[src/rtl/mem_arb_pkg.sv]
// Shared types for the memory-port arbiter.
//   arb_state_t : arbitration FSM state
//   req_id_t    : requester index (REQ_CORE = core fetch/load-store, REQ_DMA = DMA/test loader)
//   rd_tag_t    : in-flight read tag {valid, id} carried alongside the memory read latency
package mem_arb_pkg;

    typedef enum logic [1:0] {
        ST_FREE  = 2'd0,
        ST_LOCK0 = 2'd1,
        ST_LOCK1 = 2'd2
    } arb_state_t;

    typedef logic req_id_t;

    localparam req_id_t REQ_CORE = 1'b0;
    localparam req_id_t REQ_DMA  = 1'b1;

    typedef struct packed {
        logic    valid;
        req_id_t id;
    } rd_tag_t;

    function automatic arb_state_t lock_state(input req_id_t id);
        return (id == REQ_DMA) ? ST_LOCK1 : ST_LOCK0;
    endfunction

endpackage

[src/rtl/mem_arb_pick.sv]
// Combinational grant picker for the memory-port arbiter.
//   req        : request vector {req1, req0}
//   lock       : lock-after-beat vector {lock1, lock0}
//   state      : current arbitration state
//   last_owner : requester granted most recently (round-robin pointer)
//   starve     : lock holder has used up its consecutive-grant allowance
//   gnt        : one-hot (or zero) grant vector
//   next_state : arbitration state for the next cycle
//
// state    | meaning
// ---------+----------------------------------------------------------
// ST_FREE  | round-robin between requesters, tie goes to != last_owner
// ST_LOCK0 | requester 0 holds the port; requester 1 waits
// ST_LOCK1 | requester 1 holds the port; requester 0 waits
module mem_arb_pick
    import mem_arb_pkg::*;
(
    input  logic [1:0] req,
    input  logic [1:0] lock,
    input  arb_state_t state,
    input  req_id_t    last_owner,
    input  logic       starve,
    output logic [1:0] gnt,
    output arb_state_t next_state
);

    req_id_t free_id;
    req_id_t owner;

    always_comb begin
        gnt        = 2'b00;
        next_state = ST_FREE;
        free_id    = (req == 2'b11) ? ~last_owner : req[1];
        owner      = (state == ST_LOCK1) ? REQ_DMA : REQ_CORE;

        if ((state != ST_FREE) && req[owner]) begin
            if (starve && req[~owner]) begin
                // Forced handover: the waiting side takes this beat and
                // the lock is dropped.
                gnt[~owner] = 1'b1;
            end else begin
                gnt[owner] = 1'b1;
                next_state = lock[owner] ? state : ST_FREE;
            end
        end else if (|req) begin
            // Also reached from a lock state whose owner dropped its
            // request: the lock is released in the same cycle and the
            // other requester is arbitrated as if the port were free.
            gnt[free_id] = 1'b1;
            if (lock[free_id]) begin
                next_state = lock_state(free_id);
            end
        end
    end

endmodule

[src/rtl/mem_port_arbiter.sv]
// Two-requester arbiter for the processor's single memory port.
// Requester 0 is the core, requester 1 the DMA/test loader. Round-robin
// with optional burst lock and a starvation limit on locked bursts.
//
// Ports:
//   i_clk, i_rst                 clock, asynchronous active-high reset
//   i_reqN/i_weN/i_lockN         request, write (1) / read (0), keep port after beat
//   i_addrN/i_wdataN             request address and write data
//   o_gntN                       beat accepted this cycle (combinational)
//   o_rvalidN/o_rdataN           read return, two cycles after the grant
//   o_memAddr/o_memData/o_memWrEnable  registered memory-side command
//   i_memData                    memory read data, one cycle after address
//   o_grantCnt0/1, o_conflictCnt statistics counters
//
// Build option: define MEM_ARB_STATS_EN to build the saturating grant and
// conflict counters; otherwise those outputs are tied to zero.
module mem_port_arbiter
    import mem_arb_pkg::*;
#(
    parameter int DATA_W       = 16,
    parameter int ADDR_W       = 16,
    parameter int STARVE_LIMIT = 8
)
(
    input  logic              i_clk,
    input  logic              i_rst,
    input  logic              i_req0,
    input  logic              i_req1,
    input  logic              i_we0,
    input  logic              i_we1,
    input  logic              i_lock0,
    input  logic              i_lock1,
    input  logic [ADDR_W-1:0] i_addr0,
    input  logic [ADDR_W-1:0] i_addr1,
    input  logic [DATA_W-1:0] i_wdata0,
    input  logic [DATA_W-1:0] i_wdata1,
    output logic              o_gnt0,
    output logic              o_gnt1,
    output logic              o_rvalid0,
    output logic              o_rvalid1,
    output logic [DATA_W-1:0] o_rdata0,
    output logic [DATA_W-1:0] o_rdata1,
    output logic [ADDR_W-1:0] o_memAddr,
    output logic [DATA_W-1:0] o_memData,
    output logic              o_memWrEnable,
    input  logic [DATA_W-1:0] i_memData,
    output logic [15:0]       o_grantCnt0,
    output logic [15:0]       o_grantCnt1,
    output logic [15:0]       o_conflictCnt
);

    localparam logic [7:0] LIMIT = 8'(STARVE_LIMIT);

    arb_state_t        state_q;
    arb_state_t        state_d;
    req_id_t           last_owner_q;
    logic [7:0]        starve_cnt_q;
    logic [7:0]        starve_cnt_d;
    logic [1:0]        req_vec;
    logic [1:0]        lock_vec;
    logic [1:0]        gnt_vec;
    logic              starve;
    logic              granted;
    req_id_t           gnt_id;
    logic              other_waiting;
    logic              sel_we;
    logic [ADDR_W-1:0] sel_addr;
    logic [DATA_W-1:0] sel_wdata;
    rd_tag_t           tag_s1_q;
    rd_tag_t           tag_s2_q;

    assign req_vec  = {i_req1, i_req0};
    assign lock_vec = {i_lock1, i_lock0};
    assign starve   = (starve_cnt_q >= LIMIT);

    mem_arb_pick u_pick (
        .req        (req_vec),
        .lock       (lock_vec),
        .state      (state_q),
        .last_owner (last_owner_q),
        .starve     (starve),
        .gnt        (gnt_vec),
        .next_state (state_d)
    );

    assign granted       = |gnt_vec;
    assign gnt_id        = gnt_vec[1];
    assign other_waiting = (gnt_id == REQ_DMA) ? i_req0 : i_req1;

    assign sel_we    = (gnt_id == REQ_DMA) ? i_we1    : i_we0;
    assign sel_addr  = (gnt_id == REQ_DMA) ? i_addr1  : i_addr0;
    assign sel_wdata = (gnt_id == REQ_DMA) ? i_wdata1 : i_wdata0;

    // The counter tracks how many beats the current lock owner has taken
    // while the other side waited, including the beat that took the lock.
    // Any change of state (release, handover, new owner) restarts it.
    always_comb begin
        starve_cnt_d = (state_d == state_q) ? starve_cnt_q : 8'd0;
        if (state_d == ST_FREE) begin
            starve_cnt_d = 8'd0;
        end else if (granted && other_waiting) begin
            starve_cnt_d = starve_cnt_d + 8'd1;
        end
    end

    always_ff @(posedge i_clk or posedge i_rst) begin
        if (i_rst) begin
            state_q       <= ST_FREE;
            last_owner_q  <= REQ_DMA;
            starve_cnt_q  <= 8'd0;
            o_memAddr     <= '0;
            o_memData     <= '0;
            o_memWrEnable <= 1'b0;
            tag_s1_q      <= '0;
            tag_s2_q      <= '0;
        end else begin
            state_q       <= state_d;
            starve_cnt_q  <= starve_cnt_d;
            o_memWrEnable <= granted & sel_we;
            tag_s1_q      <= '{valid: granted & ~sel_we, id: gnt_id};
            tag_s2_q      <= tag_s1_q;
            if (granted) begin
                last_owner_q <= gnt_id;
                o_memAddr    <= sel_addr;
                o_memData    <= sel_wdata;
            end
        end
    end

    // Grants are combinational, so they are masked while reset is held to
    // keep every output low during reset.
    assign o_gnt0 = gnt_vec[0] & ~i_rst;
    assign o_gnt1 = gnt_vec[1] & ~i_rst;

    assign o_rvalid0 = tag_s2_q.valid && (tag_s2_q.id == REQ_CORE);
    assign o_rvalid1 = tag_s2_q.valid && (tag_s2_q.id == REQ_DMA);
    assign o_rdata0  = o_rvalid0 ? i_memData : '0;
    assign o_rdata1  = o_rvalid1 ? i_memData : '0;

`ifdef MEM_ARB_STATS_EN
    logic [15:0] grant_cnt0_q;
    logic [15:0] grant_cnt1_q;
    logic [15:0] conflict_cnt_q;

    always_ff @(posedge i_clk or posedge i_rst) begin
        if (i_rst) begin
            grant_cnt0_q   <= 16'd0;
            grant_cnt1_q   <= 16'd0;
            conflict_cnt_q <= 16'd0;
        end else begin
            if (gnt_vec[0] && (grant_cnt0_q != 16'hFFFF)) begin
                grant_cnt0_q <= grant_cnt0_q + 16'd1;
            end
            if (gnt_vec[1] && (grant_cnt1_q != 16'hFFFF)) begin
                grant_cnt1_q <= grant_cnt1_q + 16'd1;
            end
            if (i_req0 && i_req1 && (conflict_cnt_q != 16'hFFFF)) begin
                conflict_cnt_q <= conflict_cnt_q + 16'd1;
            end
        end
    end

    assign o_grantCnt0   = grant_cnt0_q;
    assign o_grantCnt1   = grant_cnt1_q;
    assign o_conflictCnt = conflict_cnt_q;
`else
    assign o_grantCnt0   = 16'd0;
    assign o_grantCnt1   = 16'd0;
    assign o_conflictCnt = 16'd0;
`endif

endmodule

[config.mk]
export PLATFORM = sky130hd
export DESIGN_NAME = mem_port_arbiter
export DESIGN_NICKNAME = d
export VERILOG_FILES = /design/src/rtl/mem_arb_pkg.sv /design/src/rtl/mem_arb_pick.sv /design/src/rtl/mem_port_arbiter.sv
export SDC_FILE = /design/constraint.sdc
export NUM_CORES = 1
export LEC_CHECK = 0
export ABC_AREA = 0
export CAP_MARGIN = 20
export CORE_MARGIN = 10
export CORE_UTILIZATION = 38
export CTS_BUF_LIST = sky130_fd_sc_hd__clkbuf_8
export DETAILED_ROUTE_END_ITERATION = 10
export GPL_TIMING_DRIVEN = 1
export PLACE_DENSITY = 0.84
export SYNTH_ARGS = -nofsm -noshare
export SYNTH_HDL_FRONTEND = slang
export SYNTH_SLANG_ARGS = --single-unit
[constraint.sdc]
create_clock -name i_clk -period 2.85 [get_ports i_clk]
set_input_delay 0.57 -clock i_clk [delete_from_list [all_inputs] [get_ports i_clk]]
set_output_delay 0.57 -clock i_clk [all_outputs]
set_load 0.02 [all_outputs]
==> flow_summary.json <==
{
  "r2r_slack_ns": 0.42,
  "max_clock_freq_ghz": 0.377,
  "syn-cell-area_sq_um": 3150,
  "crit_type": "register to primary output",
  "reg2reg_depth": 10,
  "yosys-top-cells-count": "48 x buf_4, 47 x dfrtp_1, 44 x nor2_1",
  "layout-drive-gt1-share_pct": 9.79,
  "cp-start-kind": "register",
  "postLayoutCoreUtil_pct": 58.5,
  "area_delta_synth_final_pct": 51.0,
  "io_pins": 205,
  "synth_top_area_share_pct": 37.3,
  "antenna_found_initial": 0,
  "die_y_um": 111,
  "reg2reg_from": "last_owner_q",
  "drtPass1Iterations": 4,
  "worst_slack_ns": 0.198,
  "layout.nets": 568,
  "cts_buffer_depth": 2,
  "ys.warnings.count": 0,
  "syn_area_per_cell_sq_um": 9.92,
  "yosys.cell_count.top_type": "buf_4",
  "holdPathStages": 0,
  "cp_data_arrival_time_ns": 2.08,
  "synth_seq_cells": 48,
  "cts_resized": 2,
  "clk_pin_slew_ns": 0.09,
  "grtUsageTotal_pct": 16.6,
  "post-place-ws_ns": -0.0423,
  "gp_congestion": 0.851,
  "hp-class": "register to register",
  "power_uw": 2070,
  "clkLatencyLatePin_ns": 0.30,
  "syn_inst": 318,
  "synth_edf_count": 0,
  "drt_iter0_drc": 149,
  "setup_violations": 0,
  "hold_violations": 0,
  "grt_overflow": 0,
  "clock-sinks": 48,
  "relSlewSlack_pct": 54.2,
  "tns_ns": 0,
  "cts_setup_buffers": 0,
  "grt_pass1_vias": 3173,
  "placementRows": 33,
  "cts_hold_buf": 0,
  "cts_buffers": 5,
  "die_w_um": 111,
  "crit_path_max_fanout": 4,
  "cellPowerDensity_nw_per_um2": 436,
  "maxCapViolCount": 0,
  "cts-root-buf": "clkbuf_8",
  "end_kind": "primary output",
  "cts.htree.levels": 2,
  "worst_clock_skew_ns": 0.00686,
  "wl_mm": 10.8,
  "final_max_slew_viol_count": 0,
  "core_sq_um": 8130,
  "placed_cells": 577,
  "cts_tree": "done",
  "netlist-cell-type-count": 50,
  "grt_max_degree": 35,
  "yosys.area.top_type": "dfrtp_1",
  "drc_errors": 0,
  "tightest_slew_ns": 0.685,
  "port-buffer-count": 156,
  "ys_seq_area_share_pct": 38.1,
  "hold_end": "tag_s2_q[0]",
  "ant_nets": 0,
  "synthTopCellsByArea": "dfrtp_1 37%, buf_4 11%, mux2i_1 10%, a221o_1 8.3%, nor2_1 5.2%",
  "post-route-period-util_pct": 93.0,
  "holdCritStartpoint": "tag_s1_q[0]",
  "reg2reg_to": "starve_cnt_q[6]",
  "synthArstFlopShare_pct": 100,
  "viasPerCell": 4.96,
  "period_minus_slack_ns": 2.65,
  "initial_core_util_pct": 38.8,
  "required_ns": 2.28,
  "num_antenna_cells": 0,
  "dp_hpwl_mm": 8.74,
  "dieArea_sq_um": 12300,
  "irDropWorstVdd_mv": 0.253,
  "final-instance-count-excl-fill": 585,
  "p_leak_uw": 0.00220,
  "wl_per_cell_um": 18.5,
  "rsz0062_at_grt": "false",
  "via_count": 2900,
  "status": "finished, final reports clean",
  "synth_ff_type": "dfrtp_1",
  "grt_pass1_wl_mm": 17.2
}
[how the worst max path moves through the flow]
stage                               start              end  slack (ns)  depth (start not counted)
final                     starve_cnt_q[6]           o_gnt0        0.20                          6
after global routing         last_owner_q           o_gnt0        0.10                          6
after CTS                 starve_cnt_q[6]           o_gnt1        0.09                          6
after detailed placement           i_req1  starve_cnt_q[6]       -0.04                         12
after global placement             i_req1  starve_cnt_q[6]        0.05                         12
after floorplan                    i_req0  starve_cnt_q[6]        0.66                         10
[layer usage]
layer | up-vias | share of wire [%] | global-route usage, %
li1 | 1365 | - | -
met1 | 1369 | 37 | 16.6
met2 | 159 | 46 | 28.0
met3 | 7 | 16 | 11.5
met4 | 0 | 0.84 | 2.91
met5 | - | 0 | 0
[per-stage QoR]
stage / hold WS, ns / cell area (sq um)
6_report: 0.354 / 4760
4_1_cts: 0.357 / 4760
3_3_place_gp: 0.334 / 4660
2_1_floorplan: 0.331 / 3330
5_1_grt: 0.378 / 4760
3_5_place_dp: 0.337 / 4660
[registers in the layout, indices dropped and copies added (netlist names)]
name,cells
last_owner_q,1
o_memAddr,16
o_memData,16
o_memWrEnable,1
starve_cnt_q,8
state_q,2
tag_s1_q,2
tag_s2_q,2
[power by group]
part	internal (uW)	total [uW]	leakage [uW]	switching (uW)
clock	194	426	0.0000486	232
sequential	760	813	0.000589	52.3
combinational	409	835	0.00156	427
[cell families (layout without fill, tap and decap cells)]
kind of cell | count (synthesis) | after routing | synth area share [%]
AND/OR/NAND/NOR | 107 | 107 | 18.3
buffers and inverters | 72 | 187 | 16.1
AO/OA/AOI/OAI | 54 | 54 | 16.0
flip-flops | 48 | 48 | 38.1
multiplexers | 33 | 33 | 10.5
XOR/XNOR | 2 | 2 | 0.556
adder cells (fa/ha/maj) | 1 | 1 | 0.397
other | 1 | 48 | 0.119
[layout make-up]
| cell class | count | area (sq um) |
|---|---|---|
| repair buffers | 173 | 1690 |
| multi-input cells | 245 | 1620 |
| fillers | 688 | 3370 |
| clock buffers | 6 | 82.6 |
| clock inverters | 2 | 11.3 |
| flip-flops and latches | 48 | 1200 |
| inverters | 6 | 25.0 |
| well taps | 105 | 131 |
[placed cells by master, fill, tap and decap left out, drive strengths merged, types with 2 or more instances in the layout]
cell           netlist  final
nand3                2      2
nor3b                2      2
dfrtp               47     47
a221o               30     30
nand2                6      6
and3                22     22
mux2i               32     32
a21oi                2      2
a311oi               2      2
nor2                45     45
o22ai                2      2
buf                 61     18
o21a                 2      2
a21o                 3      3
clkdlybuf4s50        0    153
conb                 1     48
nand2b               3      3
inv                  6      7
o21ai                4      4
clkbuf               5      6
and2                20     20
[critical path: stages (launching register included)]
cell and delay (ns):
dfrtp_1 0.44, nor3_4 0.29, and3_2 0.27, nor2_2 0.08, a21o_2 0.24, nor2_1 0.10, dlygate4sd2_1 0.35
(Power assumes the default switching activity.)
